===== src/rtl/ysyx_220053_seq_ctrl.sv =====
// ysyx_220053_seq_ctrl
// Multi-cycle control sequencer for the ysyx_220053 RV64 datapath.
// It fetches an instruction and latches it. It decodes lui/addi/lw/sw/ebreak
// into datapath controls. It runs data-memory handshakes, then retires the
// instruction in a one-cycle write-back. The FSM halts on ebreak. It faults
// on an illegal encoding and, when enabled, on a handshake timeout.
//
// Handshake rule: a request (if_req / mem_req) is a level that stays high
// from the first cycle of FETCH/MEM until the cycle in which the matching ack
// is sampled high on a rising edge. The request drops in the next cycle.
// An ack seen while its own request is low has no effect.
//
// Optional feature macro: YSYX_220053_SEQ_TIMEOUT_EN
//   When defined, a wait counter bounds each handshake to TIMEOUT cycles.
//   When the bound is reached with no ack, the FSM goes to FAULT.
//
// Parameters:
//   TIMEOUT  maximum wait cycles per handshake (2..65535)
//   CNT_W    width of the retired-instruction counter
//
// Ports:
//   clk, rst_n        clock, asynchronous active-low reset
//   if_req/if_ack     instruction fetch handshake, if_rdata valid with ack
//   mem_req/mem_wen   data access request, 1 = store
//   mem_ack           data access complete
//   ir_o              latched instruction register
//   alu_srcb, ext_op  decoded datapath controls (valid DECODE..WB)
//   rf_wen, pc_we     one-cycle write-back strobes
//   halt_o, illegal_o sticky status
//   retired_o         retired-instruction count (wraps)
//   dbg_state_o       current FSM state encoding, for observation
module ysyx_220053_seq_ctrl #(
    parameter int TIMEOUT = 255,
    parameter int CNT_W   = 32
) (
    input  logic             clk,
    input  logic             rst_n,
    output logic             if_req,
    input  logic             if_ack,
    input  logic [31:0]      if_rdata,
    output logic             mem_req,
    output logic             mem_wen,
    input  logic             mem_ack,
    output logic [31:0]      ir_o,
    output logic             alu_srcb,
    output logic [2:0]       ext_op,
    output logic             rf_wen,
    output logic             pc_we,
    output logic             halt_o,
    output logic             illegal_o,
    output logic [CNT_W-1:0] retired_o,
    output logic [2:0]       dbg_state_o
);

    typedef enum logic [2:0] {
        S_RESET  = 3'd0,
        S_FETCH  = 3'd1,
        S_DECODE = 3'd2,
        S_EXEC   = 3'd3,
        S_MEM    = 3'd4,
        S_WB     = 3'd5,
        S_HALT   = 3'd6,
        S_FAULT  = 3'd7
    } state_t;

    state_t           state_q, state_d;
    logic [31:0]      ir_q, ir_d;
    logic [CNT_W-1:0] retired_q, retired_d;

    // Instruction classification from the latched word.
    logic [6:0] opcode;
    logic [2:0] funct3;
    logic       is_lui, is_addi, is_lw, is_sw, is_ebreak, is_legal;

    assign opcode    = ir_q[6:0];
    assign funct3    = ir_q[14:12];
    assign is_lui    = (opcode == 7'b0110111);
    assign is_addi   = (opcode == 7'b0010011) && (funct3 == 3'b000);
    assign is_lw     = (opcode == 7'b0000011) && (funct3 == 3'b010);
    assign is_sw     = (opcode == 7'b0100011) && (funct3 == 3'b010);
    assign is_ebreak = (ir_q == 32'h0010_0073);
    assign is_legal  = is_lui | is_addi | is_lw | is_sw;

    // Handshake timeout detection.
    logic waiting;
    logic timeout_hit;
    assign waiting = ((state_q == S_FETCH) && !if_ack) ||
                     ((state_q == S_MEM) && !mem_ack);

`ifdef YSYX_220053_SEQ_TIMEOUT_EN
    logic [15:0] wait_q, wait_d;

    // wait_q counts the earlier no-ack cycles in this handshake, so it
    // equals TIMEOUT-1 in the TIMEOUT-th cycle. An ack in that cycle
    // still wins because waiting is false when the ack is present.
    assign timeout_hit = waiting && (wait_q == 16'(TIMEOUT - 1));

    // Any state other than a waiting FETCH/MEM cycle sets the counter
    // to zero, so it restarts at zero on each entry to FETCH or MEM.
    always_comb begin
        wait_d = 16'd0;
        if (waiting && !timeout_hit) begin
            wait_d = wait_q + 16'd1;
        end
    end

    always_ff @(posedge clk or negedge rst_n) begin
        if (!rst_n) begin
            wait_q <= 16'd0;
        end else begin
            wait_q <= wait_d;
        end
    end
`else
    wire unused_timeout = (TIMEOUT == 0) | waiting;
    assign timeout_hit = 1'b0;
`endif

    always_ff @(posedge clk or negedge rst_n) begin
        if (!rst_n) begin
            state_q   <= S_RESET;
            ir_q      <= 32'd0;
            retired_q <= '0;
        end else begin
            state_q   <= state_d;
            ir_q      <= ir_d;
            retired_q <= retired_d;
        end
    end

    always_comb begin
        state_d   = state_q;
        ir_d      = ir_q;
        retired_d = retired_q;
        if_req    = 1'b0;
        mem_req   = 1'b0;
        mem_wen   = 1'b0;
        rf_wen    = 1'b0;
        pc_we     = 1'b0;
        case (state_q)
            S_RESET: state_d = S_FETCH;
            S_FETCH: begin
                if_req = 1'b1;
                if (if_ack) begin
                    ir_d    = if_rdata;
                    state_d = S_DECODE;
                end else if (timeout_hit) begin
                    state_d = S_FAULT;
                end
            end
            S_DECODE: begin
                if (is_ebreak) begin
                    // ebreak retires on entry to HALT, without write-back strobes.
                    retired_d = retired_q + CNT_W'(1);
                    state_d   = S_HALT;
                end else if (!is_legal) begin
                    state_d = S_FAULT;
                end else begin
                    state_d = S_EXEC;
                end
            end
            S_EXEC: state_d = (is_lw || is_sw) ? S_MEM : S_WB;
            S_MEM: begin
                mem_req = 1'b1;
                mem_wen = is_sw;
                if (mem_ack) begin
                    state_d = S_WB;
                end else if (timeout_hit) begin
                    state_d = S_FAULT;
                end
            end
            S_WB: begin
                pc_we     = 1'b1;
                rf_wen    = is_lui | is_addi | is_lw;
                retired_d = retired_q + CNT_W'(1);
                state_d   = S_FETCH;
            end
            S_HALT:  state_d = S_HALT;
            S_FAULT: state_d = S_FAULT;
            default: state_d = S_FAULT;
        endcase
    end

    // Immediate format and B-source, shown only while an instruction is
    // in flight (DECODE through WB). Illegal and ebreak words give 0.
    logic in_window;
    assign in_window = (state_q == S_DECODE) || (state_q == S_EXEC) ||
                       (state_q == S_MEM) || (state_q == S_WB);

    always_comb begin
        ext_op   = 3'd0;
        alu_srcb = 1'b0;
        if (in_window) begin
            if (is_lui) begin
                ext_op = 3'd1;
            end else if (is_addi || is_lw) begin
                ext_op   = 3'd0;
                alu_srcb = 1'b1;
            end else if (is_sw) begin
                ext_op   = 3'd2;
                alu_srcb = 1'b1;
            end
        end
    end

    // HALT and FAULT are absorbing, so the state alone gives sticky flags.
    assign halt_o      = (state_q == S_HALT);
    assign illegal_o   = (state_q == S_FAULT);
    assign ir_o        = ir_q;
    assign retired_o   = retired_q;
    assign dbg_state_o = state_q;

endmodule


===== config.mk =====
export PLATFORM = sky130hd
export DESIGN_NAME = ysyx_220053_seq_ctrl
export DESIGN_NICKNAME = d
export VERILOG_FILES = /design/src/rtl/ysyx_220053_seq_ctrl.sv
export SDC_FILE = /design/constraint.sdc
export NUM_CORES = 1
export LEC_CHECK = 0
export ABC_AREA = 1
export CAP_MARGIN = 40
export CORE_MARGIN = 5
export CORE_UTILIZATION = 40
export CTS_BUF_LIST = sky130_fd_sc_hd__clkbuf_4
export CTS_CLUSTER_DIAMETER = 80
export DETAILED_ROUTE_END_ITERATION = 16
export PLACE_DENSITY = 0.69
export SYNTH_ARGS = -nofsm -noshare
export SYNTH_HDL_FRONTEND = slang
export SYNTH_SLANG_ARGS = --single-unit

===== constraint.sdc =====
create_clock -name clk -period 1.8 [get_ports clk]
set_clock_uncertainty 0.05 [all_clocks]
set_input_delay 0.36 -clock clk [delete_from_list [all_inputs] [get_ports clk]]
set_output_delay 0.36 -clock clk [all_outputs]
set_load 0.01 [all_outputs]

==> results of run 1 <==
## how the worst max path moves through the flow
stage	to	slack, ps	depth (start not counted)	from
6_report	mem_wen	-400	7	ir_o[2]
5_1_grt	alu_srcb	-490	8	ir_o[5]
4_1_cts	alu_srcb	-370	8	ir_o[2]
3_5_place_dp	mem_wen	-370	6	ir_o[12]
3_3_place_gp	mem_wen	-330	6	ir_o[14]
2_1_floorplan	mem_wen	110	5	ir_o[14]
## per-layer routing
layer	track usage	share of wire	vias to the layer above	routed length (um)
met2	0.377	0.50	165	6350
met1	0.253	0.40	1998	5130
met3	0.0705	0.083	23	1070
met4	0.0623	0.020	2	256
li1	-	-	2043	-
met5	0	0.00094	-	12
## layout make-up
cell class	count	area, um2	share of cell area
clock buffers	10	75.1	0.0119
clock inverters	5	21.3	0.00338
flip-flops and latches	67	1700	0.269
repair buffers	208	1920	0.305
inverters	33	131	0.0209
multi-input cells	403	2280	0.363
well taps	133	166	0.0265
## stage by stage
step / worst slack (ps) / utilization / TNS, ps
finish: -395 / 0.647 / -6220
global placement: -334 / 0.563 / -1300
global route: -490 / 0.647 / -9370
CTS: -371 / 0.621 / -1970
floorplan: 113 / - / 0
detailed placement: -372 / 0.563 / -1440
## what timing repair did
item	in CTS	in global routing
endpoints found under the hold margin	67	0
cloned	0	1
resized for setup	127	78
setup endpoints to repair	83	73
hold buffers	1	0
buffers inserted	53	7
pin swaps	14	18
## synth_stat cells (4+ instances only)
cell type  number  area, um2
a21oi_1        10       50.1
buf_2           5       25.0
buf_6           6       67.6
dfrtp_1        67       1680
inv_1          26       97.6
inv_2           7       26.3
mux2_4         22        330
nand2_1       183        687
nand3_1        40        200
nand3b_1       12       90.1
nand4_1         4       25.0
nor2_1         87        327
nor3_1          8       40.0
xnor2_1         4       35.0
xor2_1         14        123
## cells by family after synthesis
family	share of synthesized area
mux	0.0859
fa+ha+maj	0.00944
buf+inv	0.0592
simple gates	0.367
flops	0.422
compound gates	0.0157
other cells	0.000943
xor+xnor	0.0397
## power by group through the flow
stage	clock (mW)	combinational (mW)	sequential [mW]
finish	0.829	3.88	2.27
global route	0.908	4.15	2.32
CTS	0.835	3.56	2.24
detailed placement	0	3.34	2.30
global placement	0	3.29	2.29
floorplan	0	1.39	2.51
## sequential cells by signal, summed over array words and instances (netlist names)
| name | cells |
|---|---|
| dbg_state_o | 3 |
| ir_o | 32 |
| retired_o | 32 |
## worst max-delay path, cell delays in order, from the launching register on
cell,delay [ps]
dfrtp_1,430
nor2_4,140
nand2_4,70
nor3_4,190
nand3_2,110
buf_6,140
nor4_4,110
buf_2,160
==> qor.txt, run 1 <==
critical path startpoint category -> flop
clk_lat worst skew -> 440 ps
MaxCap Viol Count -> 0
CP Capture Type -> output pin
largest net degree at the start of global routing -> 68
net switching power figure -> 2.76 mW
sequential power share -> 0.326
Internal -> 4.22 mW
CTS tree -> done
Crit Path Class -> reg -> out
Clk pwr share -> 0.119
1st-pass router iterations -> 4
Clock transition at path regs -> 120 ps
worst r2r src -> ir_o[4]
switching fraction of total power -> 0.396
Post-Syn Instances -> 517
RSZ-0062 raised after global routing -> true
Post-Syn Area per Cell -> 7.69 um2
Netlist cell types -> 30
Final min period -> 2200 ps
Num CTS Buffers -> 9
Finished Cell Area -> 6290 um2
Core ar. -> 9730 um2
flop2flop setup slack -> -360 ps
total vias in the final route -> 4,231
Mapped Area -> 3980 um2
Critical Path RT -> 1390 ps
main flop type after synthesis -> dfrtp_1
Crit Path Max Fanout -> 2
post-synthesis sequential area ratio -> 0.422
worst-case reg-to-reg path depth -> 17
Die X -> 110 um
fin nets -> 761
Post-synth ARST share -> 1.00
PortBufs -> 112
Root Buffer -> clkbuf_4
status -> finished with violations
placed wire-length estimate -> 8270 um
maximum vdd drop -> 0.797 mV
Worst Setup Slack, final -> -395 ps
fin cells -> 859
DRC -> 0
Final Max Slew Viols -> 0
area grow syn2layout -> 58.3%
placed insts -> 786
synthesized net count -> 556
EDFF count, synth -> 0
most common cell after layout, fill and taps aside -> nand2_1
vias in the first global route -> 4,333
commonest cells after routing, fill and taps aside -> nand2_1, nor2_1, buf_4, dfrtp_1, clkdlybuf4s50_1
GRT Util Overall -> 0.216
H-Tree Depth -> 3
Data arrival, critical path -> 1790 ps
Avg Vias per Cell -> 4.93
share of layout cells above drive strength 1 -> 0.291
RD Place Congestion -> 0.981
Tot Pwr -> 6.98 mW
Final ANT Viol Nets -> 0
Synthesis Warnings -> 0
I/O pins -> 114
Layout fillers -> 822
clock sink count -> 67
final WL -> 12,800 um
achievable frequency -> 0.456 GHz
row cnt -> 36
first-pass GRT wire length -> 20,300 um
Max clock buf depth -> 2
Logic pwr share -> 0.556
Ant. Diodes -> 0
Initial Util -> 0.409
Hold Vio Cnt, Final -> 0
GRT overflow -> 0
r2r endpoint -> dbg_state_o[2]
violated checks -> negative setup slack
PD cells -> 1110 nW/um2
class of the worst hold path -> in -> async
die area -> 12,000 um2
height of the die -> 110 um
DRT iter0 DRCs -> 130
initial antenna violation count -> 1
Final Setup Violations -> 41
Pleak -> 3.55 nW
#FFs+latches synth -> 67
Final Cycle Share -> 1.22
routed length per instance -> 14.9 um
hold slack -> 424 ps
Placed Area -> 5480 um2
(Power assumes the default switching activity.)
==> inputs of run 2 (changes only) <==
Settings changed: CTS_CLUSTER_SIZE set to 10.
==> results of run 2 <==
Same layout as run 1: the final DEF is identical, and so are final timing and power.
